--- src/rtl/queue_ctrl.sv ---
// queue_ctrl: front end of the bank-queue people counter.
// Both photocell levels are synchronized, debounced and edge-detected. The
// resulting entry and exit events drive a saturating occupancy count. A small
// scheduler runs a restoring divider that estimates the wait time as
// SVC*(pcount+tcount-1)/tcount whenever the operands change.
// Build option: define QUEUE_CTRL_ERR_EN to get sticky err_ovf/err_unf flags;
// otherwise both ports are tied low.
module queue_ctrl #(
    parameter int unsigned N   = 3,
    parameter int unsigned T_W = 2,
    parameter int unsigned DEB = 2,
    parameter int unsigned SVC = 3,
    parameter int unsigned W_W = 5
) (
    input  logic           clk,
    input  logic           rst,
    input  logic           photo_in,
    input  logic           photo_out,
    input  logic [T_W-1:0] tcount,
    output logic [N-1:0]   pcount,
    output logic           full,
    output logic           empty,
    output logic [W_W-1:0] wtime,
    output logic           wvalid,
    output logic           busy,
    output logic           err_ovf,
    output logic           err_unf
);

    localparam int unsigned DebW = (DEB > 1) ? $clog2(DEB + 1) : 1;
    localparam int unsigned CntW = (W_W > 1) ? $clog2(W_W) : 1;

    localparam logic [N-1:0] PMax      = '1;
    localparam logic [N-1:0] PNearFull = {{(N - 1){1'b1}}, 1'b0};
    localparam logic [N-1:0] POne      = {{(N - 1){1'b0}}, 1'b1};

    // ------------------------------------------------------------------
    // Sensor conditioning. Bit 0 is the entry channel, bit 1 the exit one.
    // ------------------------------------------------------------------
    logic [1:0]           raw;
    logic [1:0]           s1_q;
    logic [1:0]           s2_q;
    logic [1:0]           filt_q;
    logic [1:0]           filt_prev_q;
    logic [1:0][DebW-1:0] deb_cnt_q;
    logic [1:0]           evt;

    assign raw = {photo_out, photo_in};

    // Synchronize, then accept a new level only after DEB consecutive
    // disagreeing samples; any agreeing sample restarts the count.
    always_ff @(posedge clk) begin
        if (rst) begin
            s1_q        <= '0;
            s2_q        <= '0;
            filt_q      <= '0;
            filt_prev_q <= '0;
            deb_cnt_q   <= '0;
        end else begin
            s1_q        <= raw;
            s2_q        <= s1_q;
            filt_prev_q <= filt_q;
            for (int i = 0; i < 2; i++) begin
                if (s2_q[i] == filt_q[i]) begin
                    deb_cnt_q[i] <= '0;
                end else if (deb_cnt_q[i] == DebW'(DEB - 1)) begin
                    filt_q[i]    <= s2_q[i];
                    deb_cnt_q[i] <= '0;
                end else begin
                    deb_cnt_q[i] <= deb_cnt_q[i] + 1'b1;
                end
            end
        end
    end

    // One-cycle pulse on each rising edge of the filtered level.
    assign evt = filt_q & ~filt_prev_q;

    // ------------------------------------------------------------------
    // Occupancy count.
    // ------------------------------------------------------------------
    logic ent_only;
    logic ext_only;

    // Simultaneous entry and exit cancel out.
    assign ent_only = evt[0] & ~evt[1];
    assign ext_only = evt[1] & ~evt[0];

    // Saturating up/down count; full/empty are registered with it so all
    // three always agree.
    always_ff @(posedge clk) begin
        if (rst) begin
            pcount <= '0;
            full   <= 1'b0;
            empty  <= 1'b1;
        end else if (ent_only && !full) begin
            pcount <= pcount + 1'b1;
            full   <= (pcount == PNearFull);
            empty  <= 1'b0;
        end else if (ext_only && !empty) begin
            pcount <= pcount - 1'b1;
            full   <= 1'b0;
            empty  <= (pcount == POne);
        end
    end

`ifdef QUEUE_CTRL_ERR_EN
    logic err_ovf_q;
    logic err_unf_q;

    // Sticky flags for rejected entry (while full) and exit (while empty).
    always_ff @(posedge clk) begin
        if (rst) begin
            err_ovf_q <= 1'b0;
            err_unf_q <= 1'b0;
        end else begin
            if (ent_only && full) begin
                err_ovf_q <= 1'b1;
            end
            if (ext_only && empty) begin
                err_unf_q <= 1'b1;
            end
        end
    end

    assign err_ovf = err_ovf_q;
    assign err_unf = err_unf_q;
`else
    assign err_ovf = 1'b0;
    assign err_unf = 1'b0;
`endif

    // ------------------------------------------------------------------
    // Wait-time divider and its scheduler.
    // ------------------------------------------------------------------
    typedef enum logic [1:0] {StIdle, StLoad, StDiv, StDone} state_e;

    state_e          state_q;
    logic [N-1:0]    snap_p_q;
    logic [T_W-1:0]  snap_t_q;
    logic [W_W-1:0]  quo_q;      // numerator shifts out the top, quotient in
    logic [T_W-1:0]  rem_q;
    logic [T_W-1:0]  dvs_q;
    logic [CntW-1:0] step_q;

    logic            opnd_chg;
    logic [W_W-1:0]  num_calc;
    logic [T_W:0]    trial;
    logic [T_W:0]    diff;
    logic            ge;

    assign opnd_chg = (pcount != snap_p_q) || (tcount != snap_t_q);

    // The numerator always fits W_W bits for legal parameter choices.
    assign num_calc = W_W'(SVC * (32'(snap_p_q) + 32'(snap_t_q) - 32'd1));

    // Restoring step: bring down the next numerator bit and try a subtract.
    assign trial = {rem_q, quo_q[W_W-1]};
    assign diff  = trial - {1'b0, dvs_q};
    assign ge    = (trial >= {1'b0, dvs_q});

    // Scheduler: snapshot operands, special-case zero operands, otherwise
    // run W_W divide steps; any operand change before DONE restarts the run.
    always_ff @(posedge clk) begin
        if (rst) begin
            state_q  <= StIdle;
            snap_p_q <= '0;
            snap_t_q <= '0;
            quo_q    <= '0;
            rem_q    <= '0;
            dvs_q    <= '0;
            step_q   <= '0;
            wtime    <= '0;
            wvalid   <= 1'b0;
            busy     <= 1'b0;
        end else begin
            wvalid <= 1'b0;
            unique case (state_q)
                StIdle: begin
                    if (opnd_chg) begin
                        snap_p_q <= pcount;
                        snap_t_q <= tcount;
                        busy     <= 1'b1;
                        state_q  <= StLoad;
                    end
                end
                StLoad: begin
                    if (opnd_chg) begin
                        snap_p_q <= pcount;
                        snap_t_q <= tcount;
                        state_q  <= StLoad;
                    end else if (snap_p_q == '0) begin
                        quo_q   <= '0;
                        state_q <= StDone;
                    end else if (snap_t_q == '0) begin
                        quo_q   <= '1;
                        state_q <= StDone;
                    end else begin
                        quo_q   <= num_calc;
                        rem_q   <= '0;
                        dvs_q   <= snap_t_q;
                        step_q  <= CntW'(W_W - 1);
                        state_q <= StDiv;
                    end
                end
                StDiv: begin
                    if (opnd_chg) begin
                        snap_p_q <= pcount;
                        snap_t_q <= tcount;
                        state_q  <= StLoad;
                    end else begin
                        quo_q <= {quo_q[W_W-2:0], ge};
                        rem_q <= T_W'(ge ? diff : trial);
                        if (step_q == '0) begin
                            state_q <= StDone;
                        end else begin
                            step_q <= step_q - 1'b1;
                        end
                    end
                end
                StDone: begin
                    wtime   <= quo_q;
                    wvalid  <= 1'b1;
                    busy    <= 1'b0;
                    state_q <= StIdle;
                end
                default: begin
                    busy    <= 1'b0;
                    state_q <= StIdle;
                end
            endcase
        end
    end

endmodule

--- config.mk ---
export PLATFORM = sky130hd
export DESIGN_NAME = queue_ctrl
export DESIGN_NICKNAME = d
export VERILOG_FILES = /design/src/rtl/queue_ctrl.sv
export SDC_FILE = /design/constraint.sdc
export NUM_CORES = 1
export LEC_CHECK = 0
export BUFFER_PORTS_ARGS = -buffer_cell sky130_fd_sc_hd__buf_2
export CORE_MARGIN = 1
export CORE_UTILIZATION = 50
export CTS_CLUSTER_SIZE = 20
export DETAILED_ROUTE_END_ITERATION = 10
export GPL_TIMING_DRIVEN = 0
export PLACE_DENSITY = 0.77
export REMOVE_ABC_BUFFERS = 1
export SLEW_MARGIN = 25
export SYNTH_ARGS = -nofsm -noshare
export SYNTH_HDL_FRONTEND = slang
export SYNTH_SLANG_ARGS = --single-unit
export TNS_END_PERCENT = 20
--- constraint.sdc ---
create_clock -name clk -period 7.7 [get_ports clk]
set_input_delay 1.155 -clock clk [delete_from_list [all_inputs] [get_ports clk]]
set_output_delay 1.155 -clock clk [all_outputs]
set_load 0.05 [all_outputs]
==> out/metrics.cfg <==
[setup_path]
r2r_start=snap_t_q[1]
cp_max_fo=5
max_stage_delay_ns=0.45
end_kind=flip-flop
rrSetupSlack_ns=4.22
path_class=flip-flop to flip-flop
required_ns=7.91
crit_path_top_delay_cell=fa_1
cp_cell_sequence=inv_1, ha_1, inv_1, ha_1, inv_1, fa_1, ha_1, ha_1, fa_1, xor2_1, xnor2_1, xnor2_1, o211ai_1, a311oi_1
r2r_end=quo_q[4]
crit_path_start_kind=flip-flop
cp.arrival_ns=3.69
cp_common_cell=ha_1
worstRegToRegCells=14

[synth]
synth_adder_area_share=0.128
synth_top_cell_by_area=dfxtp_1
syn_avg_cell_area_um2=8.86
synth_top_area_frac=0.386
ys_ff_latch=43
synth_edf_count=0
yosys-top-cells-count=dfxtp_1, nand2_1, nor2_1
synth_seq_area_share=0.386
synthArstFlopShare=0
syn-instance-count=252
ys_top_cells_by_area=dfxtp_1, ha_1, nand2_1, nor2_1, xnor2_1
netlist-cell-type-count=41
yosysMostFrequentCell=dfxtp_1
ys_dominant_reg_cell=dfxtp_1
synth_xor_area_frac=0.0549
syn_area_um2=2230
synth_compound_area_frac=0.131
yosys_warnings=0
synth.area.mux_share=0.0320
synth_top_family_by_area=simple AND/OR/NAND/NOR gates
synthSimpleGateAreaFrac=0.211

[cts]
clk_latency_ns=0.29
cts_inserted_buffers=5
clk_pin_slew_ns=0.08
clock-sinks=43
hold_buffers=0
clockBufferDepth=2
h-tree-depth=2
postCtsSetupBuffers=0
ctsRootBufferMaster=clkbuf_8
cts-resized-gates=0
cts_tree=built

[floorplan]
dieHeight_um=68.8
row_count=23
start_util=0.539
dieArea_um2=4740
ioPinCount=20
coreArea_um2=4140
dieWidth_um=68.8

[power]
p_sw_w=0.000115
switching_share=0.267
fin_total_pwr_w=0.000429
powerDensity_nw_per_um2=178
p_int_w=0.000314
p_leak_nw=0.965
combPwrFrac=0.134
clock_power_share=0.320
ir_drop_mv=0.113
pwr-share-seq=0.546

[global_route]
overflow=0
grt_max_degree=44
grt_pass1_wl_um=6400
grt_pass1_vias=1560
grt_util_all_layers=0.186
antenna_found_initial=0

[timing]
fin_setup_tns_ns=0
setup-violations-final=0
fin_skew_ns=0.00763
fmax_ghz=0.287
final-hold-violation-count=0
rsz0062_at_grt=false
maxSlewHeadroom=0.508
min_period_over_period=0.452
min_period_ns=3.48
worst_pin_slew_ns=0.738
drv_slew=0

[final_layout]
area_delta_synth_final_pct=8.18
drive_above_1_share=0.128
final_core_util=0.583
fin_area_um2=2410
nets=292
diodes=0
fillers=384
ff_latch_area_um2=861
multi_input_area_um2=1250

[placement]
place_congestion=0.838
hpwlAfterDp_um=2820
dpl_cell_area_um2=2330
port_buffers=17

[routing]
final_antenna_net_count=0
drc_errors=0
dr_total_vias=1668
viasPerCell=5.28
routedWlPerCell_um=12.1
drt_pass1_iterations=4
drt_iter0_markers=98
finalWirelength_um=3810

[min_path]
hold_end=deb_cnt_q[0]
hp-class=flip-flop to flip-flop
min_from=deb_cnt_q[0]
hold_depth=1

[run]
drv_cap=0

[run_status]
status=finished clean

critical path, delay by kind of cell (launching register included):
family          cells  cell delay [ns]
xor+xnor            3             0.51
flops               1             0.44
fa+ha+maj           6             1.82
compound gates      2             0.39
buf+inv             3             0.23
state kept, by name, indices dropped and copies added, names as in the netlist, 3 cells and up:
name       flops
deb_cnt_q      4
pcount         3
quo_q          5
snap_p_q       3
step_q         3
wtime          5
layer usage:
layer	up-vias	routed length [um]	GRT usage
met1	767	1770	0.215
met4	0	58	0.0791
li1	869	-	-
met5	-	0	0
met2	25	1840	0.324
met3	7	140	0.0461
kinds of logic (layout without fill, tap and decap cells):
| logic type | count (synthesis) | count (layout) |
|---|---|---|
| flops | 43 | 43 |
| fa+ha+maj | 21 | 21 |
| other cells | 1 | 2 |
| simple gates | 94 | 94 |
| buf+inv | 31 | 44 |
| xor+xnor | 14 | 14 |
| compound gates | 41 | 41 |
| mux | 7 | 7 |
power by group through the flow:
stage                     clock network, W  registers (W)   logic, W
after floorplan                          0       0.000241  0.0000408
after global routing              0.000149       0.000235  0.0000646
final                             0.000137       0.000234  0.0000576
after CTS                         0.000141       0.000234  0.0000583
after global placement                   0       0.000239  0.0000562
after detailed placement                 0       0.000239  0.0000580
layout make-up:
| class | instances | share of cell area |
|---|---|---|
| Sequential cell | 43 | 0.356 |
| Multi-Input combinational cell | 179 | 0.518 |
| Clock buffer | 6 | 0.0301 |
| Inverter | 19 | 0.0295 |
| Tap cell | 50 | 0.0259 |
| Timing Repair Buffer | 17 | 0.0352 |
| Clock inverter | 2 | 0.00518 |
metrics by stage:
stage	worst slack [ns]	cells	hold WS, ns
floorplan	4.50	241	0.397
global placement	4.27	308	0.405
detailed placement	4.21	308	0.412
CTS	4.18	316	0.423
global route	4.02	316	0.449
finish	4.22	316	0.419
worst max-delay path by stage:
| stage | from | to | slack (ns) | cells after the start |
|---|---|---|---|---|
| 3_5_place_dp | snap_t_q[1] | quo_q[4] | 4.21 | 14 |
| 5_1_grt | snap_t_q[1] | quo_q[4] | 4.02 | 14 |
| 2_1_floorplan | snap_t_q[1] | quo_q[4] | 4.50 | 14 |
| 3_3_place_gp | snap_t_q[1] | quo_q[4] | 4.27 | 14 |
| 4_1_cts | snap_t_q[1] | quo_q[4] | 4.18 | 14 |
| 6_report | snap_t_q[1] | quo_q[4] | 4.22 | 14 |
cells in the final DEF (no fill, tap or decap), drive strengths merged, types with 2 or more instances in the layout:
master  count
a32oi       3
nand3       4
nand2b      5
nor3        7
and2        3
and3        2
nor2b       9
o31ai       3
dfxtp      43
a31oi       2
ha         18
nand2      29
nor2       27
a211oi      4
a311oi      4
xor2        3
fa          3
o21ai       2
a22oi       2
a21oi      14
clkbuf      6
o211ai      4
o21bai      2
xnor2      11
conb        2
or3         5
mux2i       6
inv        19
buf        17
No activity file was read; power rests on OpenSTA's default activity.
